## src/rtl/uart_tx_mmio.sv

```systemverilog
// rtl/uart_tx_mmio.sv - memory-mapped UART transmitter with TX FIFO and programmable divisor
// Optional even parity bit between data and stop when TX_PARITY_EN is defined.
module uart_tx_mmio #(
    parameter logic [31:0] ADDR_BASE   = 32'h1000_0000,
    parameter int          FIFO_DEPTH  = 8,
    parameter logic [15:0] DEFAULT_DIV = 16'd868
) (
    input  logic        i_clk,
    input  logic        i_reset,
    input  logic        i_exec,
    input  logic        i_we,
    input  logic [2:0]  i_sel,
    input  logic [31:0] i_addr,
    input  logic [31:0] i_data,
    output logic [31:0] o_data,
    output logic        o_fin,
    output logic        o_busy,
    output logic        o_tx
);
    localparam int AW = $clog2(FIFO_DEPTH);
    localparam int CW = AW + 1;

    typedef enum logic [1:0] {B_IDLE, B_FIN, B_STALL} bus_state_t;
    typedef enum logic [2:0] {
        T_IDLE, T_START, T_DATA, T_STOP
`ifdef TX_PARITY_EN
        , T_PARITY
`endif
    } tx_state_t;

    bus_state_t bus_state, bus_next;
    tx_state_t  tx_state, tx_next;

    logic [7:0]    mem [FIFO_DEPTH];
    logic [AW-1:0] rd_ptr, wr_ptr;
    logic [CW-1:0] count;
    logic          full, empty;

    logic [15:0] div_reg, eff_div, frame_div, cnt;
    logic [2:0]  bit_idx;
    logic [7:0]  shreg, stall_data, push_data;
    logic        accept, in_win, wr_txdata, wr_div, push, pop, bit_end, tx_active;
    logic [1:0]  off;
    logic [31:0] rd_data;
    logic        unused_bits;
`ifdef TX_PARITY_EN
    logic        par_bit;
`endif

    assign unused_bits = ^{i_sel, i_addr[1:0], i_data[31:16]};

    assign full      = (count == CW'(FIFO_DEPTH));
    assign empty     = (count == '0);
    assign tx_active = (tx_state != T_IDLE);
    assign eff_div   = (div_reg == 16'd0) ? 16'd1 : div_reg;
    assign bit_end   = (cnt == 16'd1);

    assign in_win    = (i_addr[31:4] == ADDR_BASE[31:4]);
    assign off       = i_addr[3:2];
    assign accept    = i_exec & (bus_state == B_IDLE);
    assign wr_txdata = accept & i_we & in_win & (off == 2'd0);
    assign wr_div    = accept & i_we & in_win & (off == 2'd2);

    assign o_busy = (bus_state != B_IDLE);
    assign o_fin  = (bus_state == B_FIN);

    // A frame is pulled from the FIFO either from idle or straight out of the stop bit.
    assign pop  = ~empty & ((tx_state == T_IDLE) | ((tx_state == T_STOP) & bit_end));
    assign push = (wr_txdata & (~full | pop)) | ((bus_state == B_STALL) & pop);
    assign push_data = (bus_state == B_STALL) ? stall_data : i_data[7:0];

    always_comb begin
        rd_data = 32'h0;
        if (in_win && !i_we) begin
            case (off)
                2'd1:    rd_data = {16'h0, 8'(count), 5'h0, tx_active, empty, full};
                2'd2:    rd_data = {16'h0, div_reg};
                default: rd_data = 32'h0;
            endcase
        end
    end

    always_comb begin
        bus_next = bus_state;
        case (bus_state)
            B_IDLE:  if (accept) bus_next = (wr_txdata & full & ~pop) ? B_STALL : B_FIN;
            B_FIN:   bus_next = B_IDLE;
            B_STALL: if (pop) bus_next = B_FIN;
            default: bus_next = B_IDLE;
        endcase
    end

    always_ff @(posedge i_clk or posedge i_reset) begin
        if (i_reset) begin
            bus_state  <= B_IDLE;
            o_data     <= 32'h0;
            stall_data <= 8'h0;
            div_reg    <= DEFAULT_DIV;
        end else begin
            bus_state <= bus_next;
            o_data    <= accept ? rd_data : 32'h0;
            if (accept) stall_data <= i_data[7:0];
            if (wr_div) div_reg <= i_data[15:0];
        end
    end

    always_ff @(posedge i_clk or posedge i_reset) begin
        if (i_reset) begin
            rd_ptr <= '0;
            wr_ptr <= '0;
            count  <= '0;
        end else begin
            if (push) wr_ptr <= wr_ptr + 1'b1;
            if (pop)  rd_ptr <= rd_ptr + 1'b1;
            case ({push, pop})
                2'b10:   count <= count + 1'b1;
                2'b01:   count <= count - 1'b1;
                default: count <= count;
            endcase
        end
    end

    always_ff @(posedge i_clk) begin
        if (push) mem[wr_ptr] <= push_data;
    end

    always_comb begin
        tx_next = tx_state;
        case (tx_state)
            T_IDLE:  if (!empty) tx_next = T_START;
            T_START: if (bit_end) tx_next = T_DATA;
            T_DATA: begin
                if (bit_end && bit_idx == 3'd7) begin
`ifdef TX_PARITY_EN
                    tx_next = T_PARITY;
`else
                    tx_next = T_STOP;
`endif
                end
            end
`ifdef TX_PARITY_EN
            T_PARITY: if (bit_end) tx_next = T_STOP;
`endif
            T_STOP:  if (bit_end) tx_next = empty ? T_IDLE : T_START;
            default: tx_next = T_IDLE;
        endcase
    end

    always_comb begin
        o_tx = 1'b1;
        case (tx_state)
            T_START:  o_tx = 1'b0;
            T_DATA:   o_tx = shreg[0];
`ifdef TX_PARITY_EN
            T_PARITY: o_tx = par_bit;
`endif
            default:  o_tx = 1'b1;
        endcase
    end

    // The divisor is captured per frame so DIV writes only affect later frames.
    always_ff @(posedge i_clk or posedge i_reset) begin
        if (i_reset) begin
            tx_state  <= T_IDLE;
            cnt       <= 16'd1;
            frame_div <= 16'd1;
            bit_idx   <= 3'd0;
            shreg     <= 8'h0;
`ifdef TX_PARITY_EN
            par_bit   <= 1'b0;
`endif
        end else begin
            tx_state <= tx_next;
            if (pop) begin
                shreg     <= mem[rd_ptr];
                frame_div <= eff_div;
                cnt       <= eff_div;
                bit_idx   <= 3'd0;
`ifdef TX_PARITY_EN
                par_bit   <= ^mem[rd_ptr];
`endif
            end else if (tx_state != T_IDLE) begin
                if (bit_end) begin
                    cnt <= frame_div;
                    if (tx_state == T_DATA) begin
                        shreg   <= {1'b0, shreg[7:1]};
                        bit_idx <= bit_idx + 3'd1;
                    end
                end else begin
                    cnt <= cnt - 16'd1;
                end
            end
        end
    end
endmodule

```

## config.mk

```make
export PLATFORM = sky130hd
export DESIGN_NAME = uart_tx_mmio
export DESIGN_NICKNAME = d
export VERILOG_FILES = /design/src/rtl/uart_tx_mmio.sv
export SDC_FILE = /design/constraint.sdc
export NUM_CORES = 1
export LEC_CHECK = 0
export CAP_MARGIN = 15
export CORE_UTILIZATION = 40
export DETAILED_ROUTE_END_ITERATION = 7
export PLACE_DENSITY = 0.61
export SYNTH_ARGS = -nofsm -noshare
export SYNTH_HDL_FRONTEND = slang
export SYNTH_SLANG_ARGS = --single-unit
```

## constraint.sdc

```tcl
create_clock -name i_clk -period 3.87 [get_ports i_clk]
set_clock_uncertainty 0.1 [all_clocks]
set_input_delay 0.774 -clock i_clk [delete_from_list [all_inputs] [get_ports i_clk]]
set_output_delay 0.774 -clock i_clk [all_outputs]
set_load 0.05 [all_outputs]
```

==> impl_metrics.sql <==
INSERT INTO impl_metrics (metric_group, metric, value, unit) VALUES
('layout', 'largest_register_ffs', '64', ''),
('critical_path', 'critical_path.max_fanout', '11', ''),
('hold_path', 'min-delay-path-class', 'flop to flop', ''),
('synth', 'synth-async-reset-ratio', '60.25', '%'),
('floorplan', 'core_area', '18640', 'um^2'),
('synth', 'synthDistinctLibCells', '66', ''),
('floorplan', 'fp-row-count', '50', ''),
('timing', 'period_share', '84.72', '%'),
('route', 'drt_first_iter_violations', '250', ''),
('cts', 'tritoncts.num_buffers', '17', ''),
('route', 'drt-pass1-iter-count', '4', ''),
('synth', 'post_synth.cell_area_avg', '12.77', 'um^2'),
('critical_path', 'setup.worst_path.end_class', 'flop', ''),
('critical_path', 'timing.critical_path.arrival', '3.47', 'ns'),
('synth', 'netlist_instances', '596', ''),
('grt', 'via_count_of_the_first_global_routing_pass', '5128', ''),
('cts', 'cts_sinks', '161', ''),
('grt', 'grt_use_total', '18.60', '%'),
('timing', 'worst-slew-pin-transition', '0.7606', 'ns'),
('timing', 'final.setup.tns', '0', 'ns'),
('route', 'drt_drc_violations_left', '0', ''),
('critical_path', 'max_stage_delay', '0.42', 'ns'),
('floorplan', 'initial_utilization', '40.81', '%'),
('power', 'p_per_area', '402.9', 'nW/um^2'),
('power', 'p_leak', '3.728', 'nW'),
('timing', 'slew-limit-headroom', '49.29', '%'),
('layout', 'layout.cells.most_common', 'dfrtp_1', ''),
('layout', 'drive_gt1_share', '20.53', '%'),
('cts', 'cts_resized', '0', ''),
('floorplan', 'chipWidth', '139.9', 'um'),
('synth', 'synth_top_flop_cell', 'dfrtp_1', ''),
('placement', 'detailedPlace.worstSlack', '0.1834', 'ns'),
('synth', 'syn_area', '7609', 'um^2'),
('layout', 'n_antenna_cell', '0', ''),
('critical_path', 'timing.critical_path.from_type', 'input pin', ''),
('layout', 'final_util', '48.99', '%'),
('placement', 'dpl.hpwl', '11760', 'um'),
('placement', 'gp_routability_congestion', '0.8292', ''),
('grt', 'largest_net_degree_at_the_start_of_global_routing', '53', ''),
('status', 'outcome', 'completed', ''),
('layout', 'final_net_count', '756', ''),
('cts', 'max-clock-path-buffers', '2', ''),
('grt', 'grt_first_pass_wirelength', '27730', 'um'),
('placement', 'port-buffer-count', '68', ''),
('synth', 'yosys-top-cells-area', 'dfrtp_1 30%, edfxtp_1 25%, mux2_2 6.7%, mux4_2 4.7%, nand2_1 3.6%', ''),
('cts', 'postCtsSetupBuffers', '0', ''),
('critical_path', 'reg2reg_depth', '11', ''),
('layout', 'most-common-layout-cells', '90 x dfrtp_1, 72 x nand2_1, 68 x clkdlybuf4s50_1', ''),
('cts', 'htree_num_levels', '4', ''),
('cts', 'cts_hold_buffers', '0', ''),
('timing', 'finalCriticalPeriod', '3.279', 'ns'),
('timing', 'maxClockFrequency', '0.3050', 'GHz'),
('timing', 'holdWs', '0.3759', 'ns'),
('run', 'maxCapViolations', '0', ''),
('layout', 'num-fill-cells', '1643', ''),
('critical_path', 'cp_data_required_time', '4.07', 'ns'),
('route', 'detail-route-antenna-nets', '0', ''),
('timing', 'final_slew_viol_count', '0', ''),
('grt', 'antenna_found_initial', '0', ''),
('layout', 'largest-register', 'mem', ''),
('critical_path', 'critical_path_class', 'input pin to flop', ''),
('timing', 'setup_slack', '0.5912', 'ns'),
('power', 'report.power.total', '3.680', 'mW'),
('critical_path', 'cp_common_cell', 'xor2_1', ''),
('timing', 'grt_setup_unrepaired', 'false', ''),
('cts', 'worst_skew_pair.late_latency', '0.43', 'ns'),
('hold_path', 'holdPathStages', '2', ''),
('synth', 'synth_warnings', '0', ''),
('route', 'routed_wl', '16880', 'um'),
('synth', 'post-synth-top-area-fraction', '29.60', '%'),
('critical_path', 'path_cells', 'clkdlybuf4s50_1, nor4_1, nand4_1, nor3_1, o22ai_2, buf_4, ha_1, xor2_1, a222oi_1, nor2_1, xor2_1', '');
-- power breakdown --
part           leakage [nW]  internal [mW]  switching [mW]
combinational          1.54         0.0742          0.0975
clock                 0.298          0.933           0.774
sequential             1.89           1.79         0.00796
total                  3.73           2.80           0.879
-- layer usage --
metal	GRT usage (%)	part of all wire, %	wire (um)	vias up
li1	-	-	-	2285
met1	24.33	45	7625	2452
met2	30.55	48	8138	133
met3	3.556	4.4	738	27
met4	7.403	2.3	380	0
met5	0	0	0	-
-- cells in the mapped netlist (2+ instances only) --
master,number
buf_1,5
buf_2,11
a22oi_1,6
nor4b_2,4
nor4_1,11
nor4_2,2
and4_1,3
edfxtp_1,64
a21oi_1,9
nand2_1,72
dfstp_2,7
a31oi_1,8
ha_1,16
mux2i_1,13
buf_6,4
a32oi_1,2
mux2_2,45
o31ai_1,2
and3_1,2
a211o_1,4
nor3_1,9
inv_1,19
nand4_1,4
clkbuf_1,14
a221oi_1,2
o21ai_0,10
mux2_1,2
o211ai_1,8
nor3b_1,3
mux4_2,16
dfrtp_1,90
nand3_1,11
and2_1,10
xnor2_1,12
a211oi_1,2
nor4_4,2
buf_4,16
nor2_1,37
o22ai_1,2
xor2_1,7
nand3b_1,2
nor2b_1,3
or2_2,2
-- final timing paths --
check,startpoint,end,slack (ns)
max,i_addr[22],count[3]$_DFFE_PP0P_,0.59
min,frame_div[5]$_DFFE_PP0P_,frame_div[5]$_DFFE_PP0P_,0.38
max reg2reg,cnt[0]$_DFFE_PP1P_,count[3]$_DFFE_PP0P_,0.63
min reg2reg,frame_div[5]$_DFFE_PP0P_,frame_div[5]$_DFFE_PP0P_,0.38
max in group asynchronous,i_reset,div_reg[6]$_DFFE_PP1P_,2.22
min in group asynchronous,i_reset,count[1]$_DFFE_PP0P_,0.71
-- final cells by class --
class	instances	area (um^2)	share of cell area (%)
Clock inverter	15	188.9	2.068
Inverter	20	82.58	0.9041
Timing Repair Buffer	89	850.8	9.315
Sequential cell	161	4358	47.71
Tap cell	234	292.8	3.205
Multi-Input combinational cell	380	2935	32.14
Clock buffer	17	425.4	4.658
-- logic make-up after synthesis --
logic type	after synthesis	synth area share (%)
AO/OA/AOI/OAI	70	6.940
other	1	0.04929
buffers and inverters	70	4.884
XOR/XNOR	19	2.187
adder cells (fa/ha/maj)	16	2.631
multiplexers	76	13.40
flip-flops	161	57.28
AND/OR/NAND/NOR	183	12.63
-- critical path, delay by kind of cell --
kind	cells	cell delay, ns
AND/OR/NAND/NOR	4	1.03
buffers and inverters	2	0.63
AO/OA/AOI/OAI	2	0.47
XOR/XNOR	2	0.30
adder cells (fa/ha/maj)	1	0.25
-- metrics by stage --
step / cell area, um^2 / cells
finish: 9134 / 916
global route: 9134 / 916
CTS: 9134 / 916
detailed placement: 8519 / 884
global placement: 8519 / 884
floorplan: 7665 / 611
No activity file was read; power rests on OpenSTA's default activity.
